--- config.mk ---
export PLATFORM = sky130hd
export DESIGN_NAME = multdiv_scheduler
export DESIGN_NICKNAME = d
export VERILOG_FILES = /design/src/rtl/multdiv_scheduler.sv
export SDC_FILE = /design/constraint.sdc
export NUM_CORES = 1
export LEC_CHECK = 0
export ABC_CLOCK_PERIOD_IN_PS = 3200
export CAP_MARGIN = 5
export CORE_MARGIN = 2
export CORE_UTILIZATION = 41
export DETAILED_ROUTE_END_ITERATION = 10
export HOLD_SLACK_MARGIN = 0.15
export MAX_ROUTING_LAYER = met4
export PLACE_DENSITY = 0.91
export SLEW_MARGIN = 15
export SYNTH_ARGS = -nofsm -noshare
export SYNTH_HDL_FRONTEND = slang
export SYNTH_SLANG_ARGS = --single-unit
--- constraint.sdc ---
create_clock -name clk -period 3.2 [get_ports clk]
set_input_delay 0.32 -clock clk [delete_from_list [all_inputs] [get_ports clk]]
set_output_delay 0.32 -clock clk [all_outputs]
set_load 0.02 [all_outputs]
--- src/rtl/multdiv_scheduler.sv ---
// multdiv_scheduler
//   Arbitrates two requesters onto one shared multiply/divide unit. A granted
//   request is latched, a single start pulse is issued, and the scheduler then
//   waits for the unit's result (or gives up after TIMEOUT cycles). It finishes
//   by returning a one-cycle response tagged with the requester id.
//
// Ports
//   clk, reset              clock; synchronous active-low reset
//   reqN_valid/op/a/b       requester N operation (op 0 = mul, 1 = div)
//   reqN_ready              combinational grant, high only in IDLE
//   md_ctrl_MULT/DIV        one-cycle start pulse to the shared unit
//   md_operandA/B           latched operands to the shared unit
//   md_resultRDY/result/exception  result handshake from the shared unit
//   rsp_valid/id/result/exception  response strobe and held response data
//   busy                    scheduler is not IDLE
//
// TIMEOUT must lie in 2..63 so that the 6-bit WAIT counter can reach TIMEOUT-1.

module multdiv_scheduler #(
  parameter int TIMEOUT = 40
) (
  input  logic        clk,
  input  logic        reset,
  input  logic        req0_valid,
  input  logic        req0_op,
  input  logic [31:0] req0_a,
  input  logic [31:0] req0_b,
  output logic        req0_ready,
  input  logic        req1_valid,
  input  logic        req1_op,
  input  logic [31:0] req1_a,
  input  logic [31:0] req1_b,
  output logic        req1_ready,
  output logic        md_ctrl_MULT,
  output logic        md_ctrl_DIV,
  output logic [31:0] md_operandA,
  output logic [31:0] md_operandB,
  input  logic        md_resultRDY,
  input  logic [31:0] md_result,
  input  logic        md_exception,
  output logic        rsp_valid,
  output logic        rsp_id,
  output logic [31:0] rsp_result,
  output logic        rsp_exception,
  output logic        busy
);

  localparam int          NUM_REQ  = 2;
  localparam logic [5:0]  CNT_LAST = 6'(TIMEOUT - 1);

  typedef enum logic [1:0] {IDLE, START, WAIT, DONE} state_t;

  typedef struct packed {
    logic        op;
    logic [31:0] a;
    logic [31:0] b;
  } md_req_t;

  state_t                    state_q, state_d;
  logic [5:0]                cnt_q;
  logic                      last_gnt_q;
  md_req_t                   op_q;
  logic                      id_q;
  logic [31:0]               res_q;
  logic                      exc_q;
  logic                      rsp_id_q;

  logic [NUM_REQ-1:0]        req_valid;
  md_req_t [NUM_REQ-1:0]     req;
  logic                      gnt_id;
  logic                      xfer;
  logic                      wait_exit;

  assign req_valid = {req1_valid, req0_valid};
  assign req[0]    = {req0_op, req0_a, req0_b};
  assign req[1]    = {req1_op, req1_a, req1_b};

  // Round-robin: on a tie the requester not granted last time wins; a lone
  // valid requester always wins. gnt_id is only meaningful when xfer is high.
  always_comb begin
    gnt_id = req_valid[1];
    if (&req_valid) gnt_id = ~last_gnt_q;
  end

  // Ready is gated by reset so nothing handshakes during a reset cycle.
  assign xfer       = reset && (state_q == IDLE) && (|req_valid);
  assign req0_ready = xfer && !gnt_id;
  assign req1_ready = xfer &&  gnt_id;

  // Unit result wins over the timeout when both occur in the same cycle.
  assign wait_exit = md_resultRDY || (cnt_q == CNT_LAST);

  always_comb begin
    state_d = state_q;
    case (state_q)
      IDLE:    if (|req_valid) state_d = START;
      START:   state_d = WAIT;  // md_resultRDY deliberately not looked at here
      WAIT:    if (wait_exit) state_d = DONE;
      DONE:    state_d = IDLE;
      default: state_d = IDLE;
    endcase
  end

  always_ff @(posedge clk) begin
    if (!reset) begin
      state_q    <= IDLE;
      cnt_q      <= '0;
      last_gnt_q <= 1'b1;   // requester 0 wins the first tie
      op_q       <= '0;
      id_q       <= 1'b0;
      res_q      <= '0;
      exc_q      <= 1'b0;
      rsp_id_q   <= 1'b0;
    end else begin
      state_q <= state_d;

      // Only the granted requester's operands are sampled.
      if (xfer) begin
        op_q       <= req[gnt_id];
        id_q       <= gnt_id;
        last_gnt_q <= gnt_id;
      end

      // Counter sits at zero outside WAIT, so it is clear on WAIT entry.
      if (state_q == WAIT) cnt_q <= cnt_q + 6'd1;
      else                 cnt_q <= '0;

      // Response data is captured on the way into DONE and then held until
      // the next capture, independent of later grants.
      if (state_q == WAIT && wait_exit) begin
        res_q    <= md_resultRDY ? md_result    : 32'd0;
        exc_q    <= md_resultRDY ? md_exception : 1'b1;
        rsp_id_q <= id_q;
      end
    end
  end

  assign md_ctrl_MULT  = reset && (state_q == START) && !op_q.op;
  assign md_ctrl_DIV   = reset && (state_q == START) &&  op_q.op;
  assign md_operandA   = op_q.a;
  assign md_operandB   = op_q.b;
  assign rsp_valid     = reset && (state_q == DONE);
  assign rsp_id        = rsp_id_q;
  assign rsp_result    = res_q;
  assign rsp_exception = exc_q;
  assign busy          = reset && (state_q != IDLE);

endmodule

==> results.py <==
metrics = {
    "timing": {
        "timing.setup.tns_ns": 0,
        "finalCriticalPeriod_ns": 2.46,
        "max_freq_mhz": 407,
        "finalSetupViolations": 0,
        "fin_crit_sh": 0.767,
        "finalHoldViolCount": 0,
        "finalClockSkew_ns": 0.0108,
        "drv_slew": 0,
        "worstMarginPinSlew_ns": 0.716,
        "rsz0062_at_grt": "false",
        "maxSlewHeadroom": 0.523,
    },
    "pwr": {
        "total_power_mw": 4.88,
        "p_clk_frac": 0.228,
        "power_frac_comb": 0.397,
        "p_seq_frac": 0.374,
        "power.switching_mw": 1.62,
        "ir_worst_vdd_uv": 337,
        "cellPowerDensity_nw_per_um2": 672,
        "leakage_nw": 3.06,
        "swShare": 0.333,
        "power.internal_mw": 3.26,
    },
    "die": {
        "pin_count": 272,
        "start_util": 0.417,
        "die_h_um": 111,
        "fp-row-count": 39,
        "core-area_um2": 11300,
        "dieArea_um2": 12400,
        "fp.dieW_um": 111,
    },
    "cts": {
        "numClockSinks": 109,
        "ctsResizeCount": 0,
        "cts_inserted_buffers": 9,
        "cts_tree": "yes",
        "path_clk_slew_ns": 0.06,
        "clock_path_buffers": 2,
        "h-tree-depth": 3,
        "clock_latency_ns": 0.33,
        "cts_setup_buffers": 0,
        "hold_buffers": 0,
        "cts_root_buf": "clkbuf_16",
    },
    "synth": {
        "postSynth.asyncResetShare": 0,
        "synthCells": 498,
        "yosysMostFrequentCell": "dfxtp_1",
        "synth_edf_count": 0,
        "ys_warn_count": 0,
        "synth_area_leader_cell": "dfxtp_1",
        "yosysSeqAreaShare": 0.462,
        "syn_area_um2": 4730,
        "synthTopCellsByArea": "dfxtp_1 46%, a222oi_1 14%, buf_4 11%, inv_1 5.4%, a21boi_0 5.1%",
        "ys_types": 30,
        "synth_seq_cells": 109,
        "postSynthAreaPerCell_um2": 9.49,
        "yosys.area.top_type_share": 0.462,
        "syn_nets": 672,
        "yosys-top-cells-count": "109 x dfxtp_1, 68 x inv_1, 67 x buf_4",
        "ys.flop_type": "dfxtp_1",
    },
    "placement": {
        "place.gp.congestion": 0.922,
        "portBuffers": 271,
        "place_area_um2": 6960,
        "dp_hpwl_mm": 10.9,
        "placed_cells": 817,
    },
    "global_routing": {
        "antenna_found_initial": 0,
        "grt_pass1_vias": 4403,
        "grtUsageTotal": 0.231,
        "grt_max_degree": 66,
        "grt_pass1_wl_mm": 22.4,
        "grt_overflow": 0,
    },
    "setup_path": {
        "crit_type": "flip-flop to output pin",
        "cp_max_fo": 9,
        "cp.required_ns": 2.88,
        "start_kind": "flip-flop",
        "cp-end-kind": "output pin",
        "crit_arrival_ns": 2.14,
    },
    "drt": {
        "wire_per_inst_um": 17.3,
        "drc_errors": 0,
        "vias_per_cell": 5.31,
        "wl_mm": 14.4,
        "vias": 4414,
        "ant_nets": 0,
        "drtIter0Drc": 619,
        "drt_first_pass_iters": 7,
    },
    "cells_and_area": {
        "fin_area_um2": 7260,
        "final_layout_size_suffix_gt1_frac": 0.0363,
        "area_delta_synth_final_pct": 53.6,
        "num_antenna_cells": 0,
        "fillers": 871,
        "nets": 859,
        "stdcell_count": 831,
    },
    "status": {
        "status": "complete, no violations",
    },
    "run": {
        "drv_cap": 0,
    },
    "hold_path": {
        "hp-class": "flip-flop to flip-flop",
    },
}
## routing by layer
| layer | vias up | routed length (µm) | GRT usage |
|---|---|---|---|
| met5 | - | 0 | - |
| met4 | 0 | 317 | 0.0823 |
| met3 | 23 | 1210 | 0.0495 |
| met2 | 264 | 7400 | 0.407 |
| met1 | 2062 | 5470 | 0.258 |
| li1 | 2065 | - | - |
## area by class of cell
cell class	count	area, µm²	area share
clock buffers	13	270	0.0372
clock inverters	1	30.0	0.00414
inverters	68	255	0.0352
multi-input cells	219	1570	0.216
flip-flops and latches	109	2180	0.301
well taps	143	179	0.0246
repair buffers	278	2780	0.383
## critical path, cell delays in order (launching register included)
cell	delay, ns
dfxtp_1	0.34
inv_1	0.11
ha_1	0.35
nand3_1	0.18
a21oi_4	0.18
clkdlybuf4s50_1	0.63
## cell usage in the layout, fill, tap and decap left out, drive strengths merged
cell type	Yosys	layout
clkdlybuf4s50	0	271
dfxtp	109	109
inv	68	68
a222oi	65	65
nand2	44	44
nand3	35	35
a21boi	32	32
clkbuf	13	13
nor2	9	9
buf	89	7
ha	6	6
nor2b	4	4
and2	3	3
a21oi	3	3
and3	2	2
xor2	2	2
xnor2	2	2
o21ai	2	2
and4	1	1
nor3b	1	1
nand4	1	1
a221oi	1	1
a211o	1	1
o211a	1	1
mux2i	1	1
o211ai	1	1
a32oi	1	1
a41o	1	1
bufinv	0	1
## power by group through the flow
stage,registers [mW],logic (mW),clock network [mW]
after global routing,1.86,2.07,1.19
after global placement,1.83,1.88,0
after detailed placement,1.85,1.95,0
after floorplan,1.85,1.34,0
after CTS,1.82,1.95,1.14
final,1.83,1.94,1.12
## path summary, 6_finish.rpt
check / from / endpoint / slack (ns) / cells after the start
max: state_q[0] / req0_ready / 0.74 / 5
min: cnt_q[0] / cnt_q[0] / 0.45 / 1
max reg2reg: state_q[0] / md_operandA[19] / 0.99 / 7
min reg2reg: cnt_q[0] / cnt_q[0] / 0.45 / 1
## cells by family after synthesis
family,count (synthesis),share of synthesized area
multiplexers,1,0.00212
buffers and inverters,170,0.210
adder cells (fa/ha/maj),6,0.0159
AND/OR/NAND/NOR,100,0.0964
AO/OA/AOI/OAI,108,0.207
flip-flops,109,0.462
XOR/XNOR,4,0.00741
## state kept, by name, summed over array words and instances, names as in the netlist
register	cells
rsp_id	1
md_operandA	32
cnt_q	6
state_q	2
op_q	1
last_gnt_q	1
rsp_exception	1
md_operandB	32
rsp_result	32
id_q	1
## per-stage QoR
| stage | hold slack (ns) | setup slack (ns) | utilization |
|---|---|---|---|
| finish | 0.449 | 0.744 | 0.641 |
| global route | 0.477 | 0.571 | 0.641 |
| CTS | 0.454 | 0.705 | 0.641 |
| detailed placement | 0.442 | 0.691 | 0.615 |
| global placement | 0.428 | 0.769 | 0.615 |
| floorplan | 0.418 | 1.54 | - |
No activity file was read; power rests on OpenSTA's default activity.
